$ cat config.mk
export PLATFORM = sky130hd
export DESIGN_NAME = fir_mac_engine
export DESIGN_NICKNAME = d
export VERILOG_FILES = /design/src/rtl/fir_mac_engine_pkg.sv /design/src/rtl/fir_mac_engine_mac_unit.sv /design/src/rtl/fir_mac_engine.sv
export SDC_FILE = /design/constraint.sdc
export NUM_CORES = 2
export LEC_CHECK = 0
export CAP_MARGIN = 20
export CORE_MARGIN = 4
export CORE_UTILIZATION = 45
export CTS_BUF_LIST = sky130_fd_sc_hd__clkbuf_8 sky130_fd_sc_hd__clkbuf_16
export CTS_CLUSTER_SIZE = 10
export DETAILED_ROUTE_END_ITERATION = 10
export PLACE_DENSITY = 0.63
export SYNTH_ARGS = -nofsm -noshare
export SYNTH_HDL_FRONTEND = slang
export SYNTH_SLANG_ARGS = --single-unit
$ cat constraint.sdc
create_clock -name clk -period 19 [get_ports clk]
set_input_delay 1.9 -clock clk [delete_from_list [all_inputs] [get_ports clk]]
set_output_delay 1.9 -clock clk [all_outputs]
set_load 0.02 [all_outputs]
$ cat src/rtl/fir_mac_engine_pkg.sv
// Shared types and helpers for the serial fixed-point FIR / dot-product MAC engine.
package fir_mac_engine_pkg;

  typedef enum logic [1:0] {
    ST_IDLE = 2'd0,
    ST_MAC  = 2'd1,
    ST_OUT  = 2'd2
  } state_e;

  // Width of an index over n entries, never less than one bit.
  function automatic int idx_width(input int n);
    return (n > 1) ? $clog2(n) : 1;
  endfunction

endpackage

$ cat src/rtl/fir_mac_engine_mac_unit.sv
// Signed WIDTHxWIDTH multiply into a wide accumulator, plus the shift/saturate result stage.
module fir_mac_engine_mac_unit #(
  parameter int WIDTH = 32,
  parameter int FRAC  = 16,
  parameter int ACC_W = 66
) (
  input  logic                    clk,
  input  logic                    rst_n,
  input  logic                    clear,
  input  logic                    en,
  input  logic                    first,
  input  logic signed [WIDTH-1:0] a,
  input  logic signed [WIDTH-1:0] b,
  output logic        [WIDTH-1:0] res,
  output logic                    sat
);

  logic signed [2*WIDTH-1:0] product;
  logic signed [ACC_W-1:0]   acc;
  logic signed [ACC_W-1:0]   acc_base;
  logic signed [ACC_W-1:0]   shifted;
  logic [ACC_W-WIDTH:0]      upper;

  assign product  = (2*WIDTH)'(a) * (2*WIDTH)'(b);
  // The first tap starts from zero so a stale sum never leaks into a new result.
  assign acc_base = first ? '0 : acc;

  always_ff @(posedge clk or negedge rst_n) begin
    if (!rst_n) begin
      acc <= '0;
    end else if (clear) begin
      acc <= '0;
    end else if (en) begin
      acc <= acc_base + ACC_W'(product);
    end
  end

  assign shifted = acc >>> FRAC;
  assign upper   = shifted[ACC_W-1:WIDTH-1];

  // NOTE: every output gets a default before any branch, so no path leaves a latch behind.
  always_comb begin
    res = shifted[WIDTH-1:0];
    sat = 1'b0;
    if (!((&upper) || (~|upper))) begin
      sat = 1'b1;
      res = shifted[ACC_W-1] ? {1'b1, {(WIDTH-1){1'b0}}} : {1'b0, {(WIDTH-1){1'b1}}};
    end
  end

endmodule

$ cat src/rtl/fir_mac_engine.sv
// Serial MAC engine: NTAPS coefficients x NTAPS-deep history, one product per cycle,
// block dot-product (mode 0) or sliding-window FIR (mode 1) behind valid/ready streams.
module fir_mac_engine
  import fir_mac_engine_pkg::*;
#(
  parameter int WIDTH = 32,
  parameter int FRAC  = 16,
  parameter int NTAPS = 8,
  localparam int AW    = idx_width(NTAPS),
  localparam int ACC_W = 2*WIDTH + AW
) (
  input  logic             clk,
  input  logic             rst_n,
  input  logic             mode,
  input  logic             flush,
  input  logic             coeff_wr,
  input  logic [AW-1:0]    coeff_addr,
  input  logic [WIDTH-1:0] coeff_data,
  input  logic             s_valid,
  output logic             s_ready,
  input  logic [WIDTH-1:0] s_data,
  output logic             m_valid,
  input  logic             m_ready,
  output logic [WIDTH-1:0] m_data,
  output logic             busy,
  output logic             ovf
);

  localparam int FW = $clog2(NTAPS + 1);
  localparam logic [FW-1:0] FILL_FULL = FW'(NTAPS);
  localparam logic [AW-1:0] TAP_LAST  = AW'(NTAPS - 1);

  state_e                  state;
  logic [AW-1:0]           tap;
  logic [FW-1:0]           fill;
  logic [FW-1:0]           fill_inc;
  logic                    mode_q;
  logic signed [WIDTH-1:0] coeff [NTAPS];
  logic signed [WIDTH-1:0] hist  [NTAPS];
  logic                    accept;
  logic                    do_flush;
  logic [WIDTH-1:0]        mac_res;
  logic                    mac_sat;

  // A mode change is only legal between results; it restarts the window like a flush.
  assign do_flush = flush || ((state == ST_IDLE) && (mode != mode_q));
  assign accept   = (state == ST_IDLE) && s_valid && s_ready && (mode == mode_q);
  assign fill_inc = (fill == FILL_FULL) ? fill : fill + 1'b1;

  fir_mac_engine_mac_unit #(
    .WIDTH (WIDTH),
    .FRAC  (FRAC),
    .ACC_W (ACC_W)
  ) u_mac (
    .clk   (clk),
    .rst_n (rst_n),
    .clear (do_flush),
    .en    (state == ST_MAC),
    .first (tap == '0),
    .a     (hist[tap]),
    .b     (coeff[tap]),
    .res   (mac_res),
    .sat   (mac_sat)
  );

  // NOTE: all sequential state uses <= so every flop in this block sees pre-edge values.
  always_ff @(posedge clk or negedge rst_n) begin
    if (!rst_n) begin
      state   <= ST_IDLE;
      tap     <= '0;
      fill    <= '0;
      mode_q  <= 1'b0;
      s_ready <= 1'b0;
      m_valid <= 1'b0;
      m_data  <= '0;
      busy    <= 1'b0;
      ovf     <= 1'b0;
      // NOTE: coeff bank and history are flop arrays with defined reset values, so they
      // sit under the async reset like any other register.
      for (int i = 0; i < NTAPS; i++) begin
        coeff[i] <= '0;
        hist[i]  <= '0;
      end
    end else if (do_flush) begin
      state   <= ST_IDLE;
      tap     <= '0;
      fill    <= '0;
      mode_q  <= mode;
      s_ready <= 1'b1;
      m_valid <= 1'b0;
      m_data  <= '0;
      busy    <= 1'b0;
      ovf     <= 1'b0;
      for (int i = 0; i < NTAPS; i++) hist[i] <= '0;
    end else begin
      unique case (state)
        ST_IDLE: begin
          s_ready <= 1'b1;
          if (coeff_wr && (int'(coeff_addr) < NTAPS)) coeff[coeff_addr] <= coeff_data;
          if (accept) begin
            hist[0] <= s_data;
            for (int k = NTAPS - 1; k > 0; k--) hist[k] <= hist[k-1];
            if (fill_inc == FILL_FULL) begin
              state   <= ST_MAC;
              tap     <= '0;
              s_ready <= 1'b0;
              busy    <= 1'b1;
              // Block mode consumes the whole window; FIR mode keeps sliding it.
              fill    <= mode_q ? FILL_FULL : '0;
            end else begin
              fill <= fill_inc;
            end
          end
        end
        ST_MAC: begin
          tap <= tap + 1'b1;
          if (tap == TAP_LAST) state <= ST_OUT;
        end
        ST_OUT: begin
          if (!m_valid) begin
            m_valid <= 1'b1;
            m_data  <= mac_res;
            if (mac_sat) ovf <= 1'b1;
          end else if (m_ready) begin
            m_valid <= 1'b0;
            state   <= ST_IDLE;
            s_ready <= 1'b1;
            busy    <= 1'b0;
          end
        end
        default: state <= ST_IDLE;
      endcase
    end
  end

endmodule

==> metrics.md <==
| Metric | Value |
|---|---|
| Starting density of the core | `45.5%` |
| Max Cap Viol | `0` |
| Final #Nets | `7,802` |
| Pwr dens | `87.2 nW/um^2` |
| Final Hold Vio Count | `0` |
| Post-synthesis sequential area ratio | `23.2%` |
| Synthesized area | `67,400 sq um` |
| Final wirelength | `194 mm` |
| Critical Path RT | `19.52 ns` |
| DR WL/cell | `23.6 microns` |
| Cts bufs inserted | `77` |
| Critical setup path kind | `reg2reg` |
| Mean area per synthesized cell | `10.7 sq um` |
| Max frequency | `85.0 MHz` |
| Status | `completed` |
| Yosys warns | `0` |
| First-pass GRT wire length | `306 mm` |
| Setup crit start kind | `flop` |
| Synth unique cells | `68` |
| Final Max Slew Viols | `0` |
| Starting DRT DRC Count | `4,006` |
| CP Capture Type | `flop` |
| Worst skew pair latency | `0.68 ns` |
| Metal-1 WL | `73.4 mm` |
| Post-detail-place hpwl | `141 mm` |
| Crit-path max FO | `85` |
| CTS HTree Levels | `3` |
| Clock root buffer | `clkbuf_16` |
| Max stage delay cell, worst path | `a211oi_2` |
| Vias in the first global route | `50.7k` |
| Total design power | `6.39 mW` |
| Adder-Cell Fraction of Synth Area | `41.2%` |
| I/O pins | `110` |
| DRT antenna net count | `0` |
| Top layer in use | `met5` |
| Core footprint | `148,000 sq um` |
| Vias | `46.4k` |
| Flops & latches, synth | `625` |
| Initial antenna violation count | `9` |
| Synth Flop Type | `dfrtp_1` |
| Share of the synthesized area in the top cell type | `36.9%` |
| Met3 routed WL | `16.5 mm` |
| Largest net degree at the start of global routing | `250` |
| Cell with the most instances after synthesis | `inv_1` |
| Clock sinks | `625` |
| Overall die area | `156,000 sq um` |
| Largest family of logic cells by synthesized area | `adder cells` |
| Final setup vio count | `0` |
| Mapped Cells | `6,320` |
| Share of synthesized registers carrying an async set or reset | `100%` |
| Post-cts sizing count | `0` |
| RSZ-0062 raised after global routing | `no` |
| Tmin final | `11.76 ns` |
| Synth Area in Simple Gates | `8.80%` |
| Cts hold-fix bufs | `0` |
| Met2 Wirelength | `91.6 mm` |
| Drt pass-1 iters | `6` |
| Slew HR | `18.4%` |
| Share of post-route cells with drive strength above 1 | `11.7%` |
| Post-synthesis mux area share | `10.3%` |
| Std cell rows | `141` |
| Vias/cell | `5.65` |
| Tightest Pin Transition | `1.22 ns` |
| Synth Area in XOR/XNOR | `0.962%` |
| DRC viols | `0` |
| Gr usage total | `25.8%` |
| Max incr delay on CP | `0.84 ns` |
| Final period util | `61.9%` |
| GRT Residual Overflow | `0` |
| Syn_nets | `7,866` |
| Routability cong. | `0.950` |
| Most common cell type on the critical path | `fa_1` |
| Number of synthesized flops with an enable pin | `0` |
| Buffers on Ports | `109` |
| Max VDD drop | `0.000101 V` |
| Top cells by area, synth | `fa_1 (37%), dfrtp_1 (23%), inv_1 (7.2%), mux2_2 (5.1%), mux4_2 (4.3%)` |
| Synth-to-Final Area Change | `8.79%` |
| Max Root-Sink Buffers | `3` |
| Synth Area in Compound Gates | `6.40%` |
| Die Wd | `395 microns` |
| Top post-synthesis cells by count | `inv_1 (1,296), fa_1 (1,243), dfrtp_1 (625), nor2_1 (617), nand2_1 (588)` |
| P_leak | `35.6 nW` |
| Hold WC Path Type | `reg2reg` |
| Die height | `395 microns` |
| CTS tree | `yes` |
| Worst EP arrival | `12.28 ns` |
| Final TNS setup | `0 ns` |
| Clock-pin slew on the worst setup and hold paths | `0.06 ns` |
| Setup Skew | `0.0297 ns` |
| Synth area leader | `fa_1` |
| Postcts setup bufs | `0` |
## layout by cell type, fill, tap and decap left out, types with 9 or more instances in the layout
| cell | Yosys | final |
|---|---|---|
| a21o_1 | 42 | 42 |
| fa_1 | 1243 | 1243 |
| nor4_1 | 9 | 9 |
| nor3_1 | 17 | 16 |
| nand2b_1 | 26 | 25 |
| nand2_1 | 588 | 588 |
| mux2i_4 | 0 | 30 |
| or2_2 | 38 | 38 |
| o21ai_0 | 129 | 129 |
| mux2i_1 | 57 | 9 |
| a22o_1 | 270 | 270 |
| o21bai_1 | 11 | 11 |
| and2_1 | 75 | 75 |
| xnor2_1 | 44 | 44 |
| clkbuf_16 | 0 | 77 |
| mux2i_2 | 0 | 18 |
| a21oi_1 | 81 | 80 |
| dfrtp_1 | 625 | 622 |
| nand4_1 | 30 | 30 |
| mux2_2 | 307 | 307 |
| nand3_1 | 13 | 12 |
| xor2_1 | 30 | 30 |
| clkdlybuf4s50_1 | 0 | 108 |
| mux4_2 | 128 | 128 |
| nor2_4 | 0 | 10 |
| nor2_1 | 617 | 607 |
| buf_4 | 0 | 82 |
| inv_1 | 1296 | 1305 |
| ha_1 | 229 | 229 |
## per-layer routing
| metal | vias up | GRT usage, % |
|---|---|---|
| li1 | 19383 | - |
| met1 | 24393 | 32.6 |
| met2 | 2018 | 41.8 |
| met3 | 611 | 5.69 |
| met4 | 6 | 13.5 |
| met5 | - | 0 |
## where the power goes
part | total (mW) | leakage (nW) | internal [mW] | switching [mW]
clock network | 1.42 | 1.18 | 0.829 | 0.596
logic | 3.44 | 26.0 | 1.29 | 2.15
registers | 1.52 | 8.41 | 1.46 | 0.0642
total | 6.39 | 35.6 | 3.58 | 2.81
## final timing paths
| kind | end | from | slack [ns] | cells after the start |
|---|---|---|---|---|
| worst min-delay path | u_mac.acc[8]$_DFFE_PN0P_ | u_mac.acc[8]$_DFFE_PN0P_ | 0.47 | 2 |
| max in group asynchronous | u_mac.acc[58]$_DFFE_PN0P_ | rst_n | 15.55 | 3 |
| worst min register to register | u_mac.acc[8]$_DFFE_PN0P_ | u_mac.acc[8]$_DFFE_PN0P_ | 0.47 | 2 |
| worst max-delay path | u_mac.acc[65]$_DFFE_PN0P_ | tap[0]$_DFFE_PN0P_ | 7.24 | 30 |
| min in group asynchronous | hist[75]$_DFFE_PN0P_ | rst_n | 1.33 | 1 |
| worst max register to register | u_mac.acc[65]$_DFFE_PN0P_ | tap[0]$_DFFE_PN0P_ | 7.24 | 30 |
## sequential cells by signal, indices dropped and copies added (netlist names), 2 cells and up
signal,count
u_mac.acc,67
tap,3
hist,256
state,2
coeff,256
fill,4
m_data,32
## worst max-delay path, delay by kind of cell, from the launching register on
kind,cells,cell delay [ns]
muxes,2,1.14
adders and majority gates,9,4.47
buffers and inverters,8,1.99
xor gates and xnor gates,1,0.16
AOI/OAI and AO/OA,9,2.81
DFF,1,0.65
and+or+nand+nor,1,0.25
## area by class of cell
class	count	area, sq um
well taps	1930	2410
flip-flops and latches	625	15700
inverters	1296	4860
clock buffers	81	1980
repair buffers	197	1850
fillers	13473	74900
diodes	7	17.5
clock inverters	25	392
multi-input cells	4059	46100
## cells by family (layout without fill, tap and decap cells)
group	Yosys count	count (layout)
xor gates and xnor gates	74	74
AOI/OAI and AO/OA	587	587
DFF	625	625
and+or+nand+nor	1434	1434
buffers and inverters	1636	1599
muxes	492	492
adders and majority gates	1472	1472
other	0	7
## metrics by stage
step	util, %	cell area [sq um]	hold slack (ns)	setup WS [ns]	std cells
CTS	49.4	73200	0.477	7.07	8210
floorplan	-	67400	0.440	7.45	6320
detailed placement	47.8	70800	0.465	7.10	8104
global placement	47.8	70800	0.456	7.22	8104
finish	49.4	73300	0.472	7.24	8220
global route	49.4	73300	0.487	6.52	8215
No activity file was read; power rests on OpenSTA's default activity.
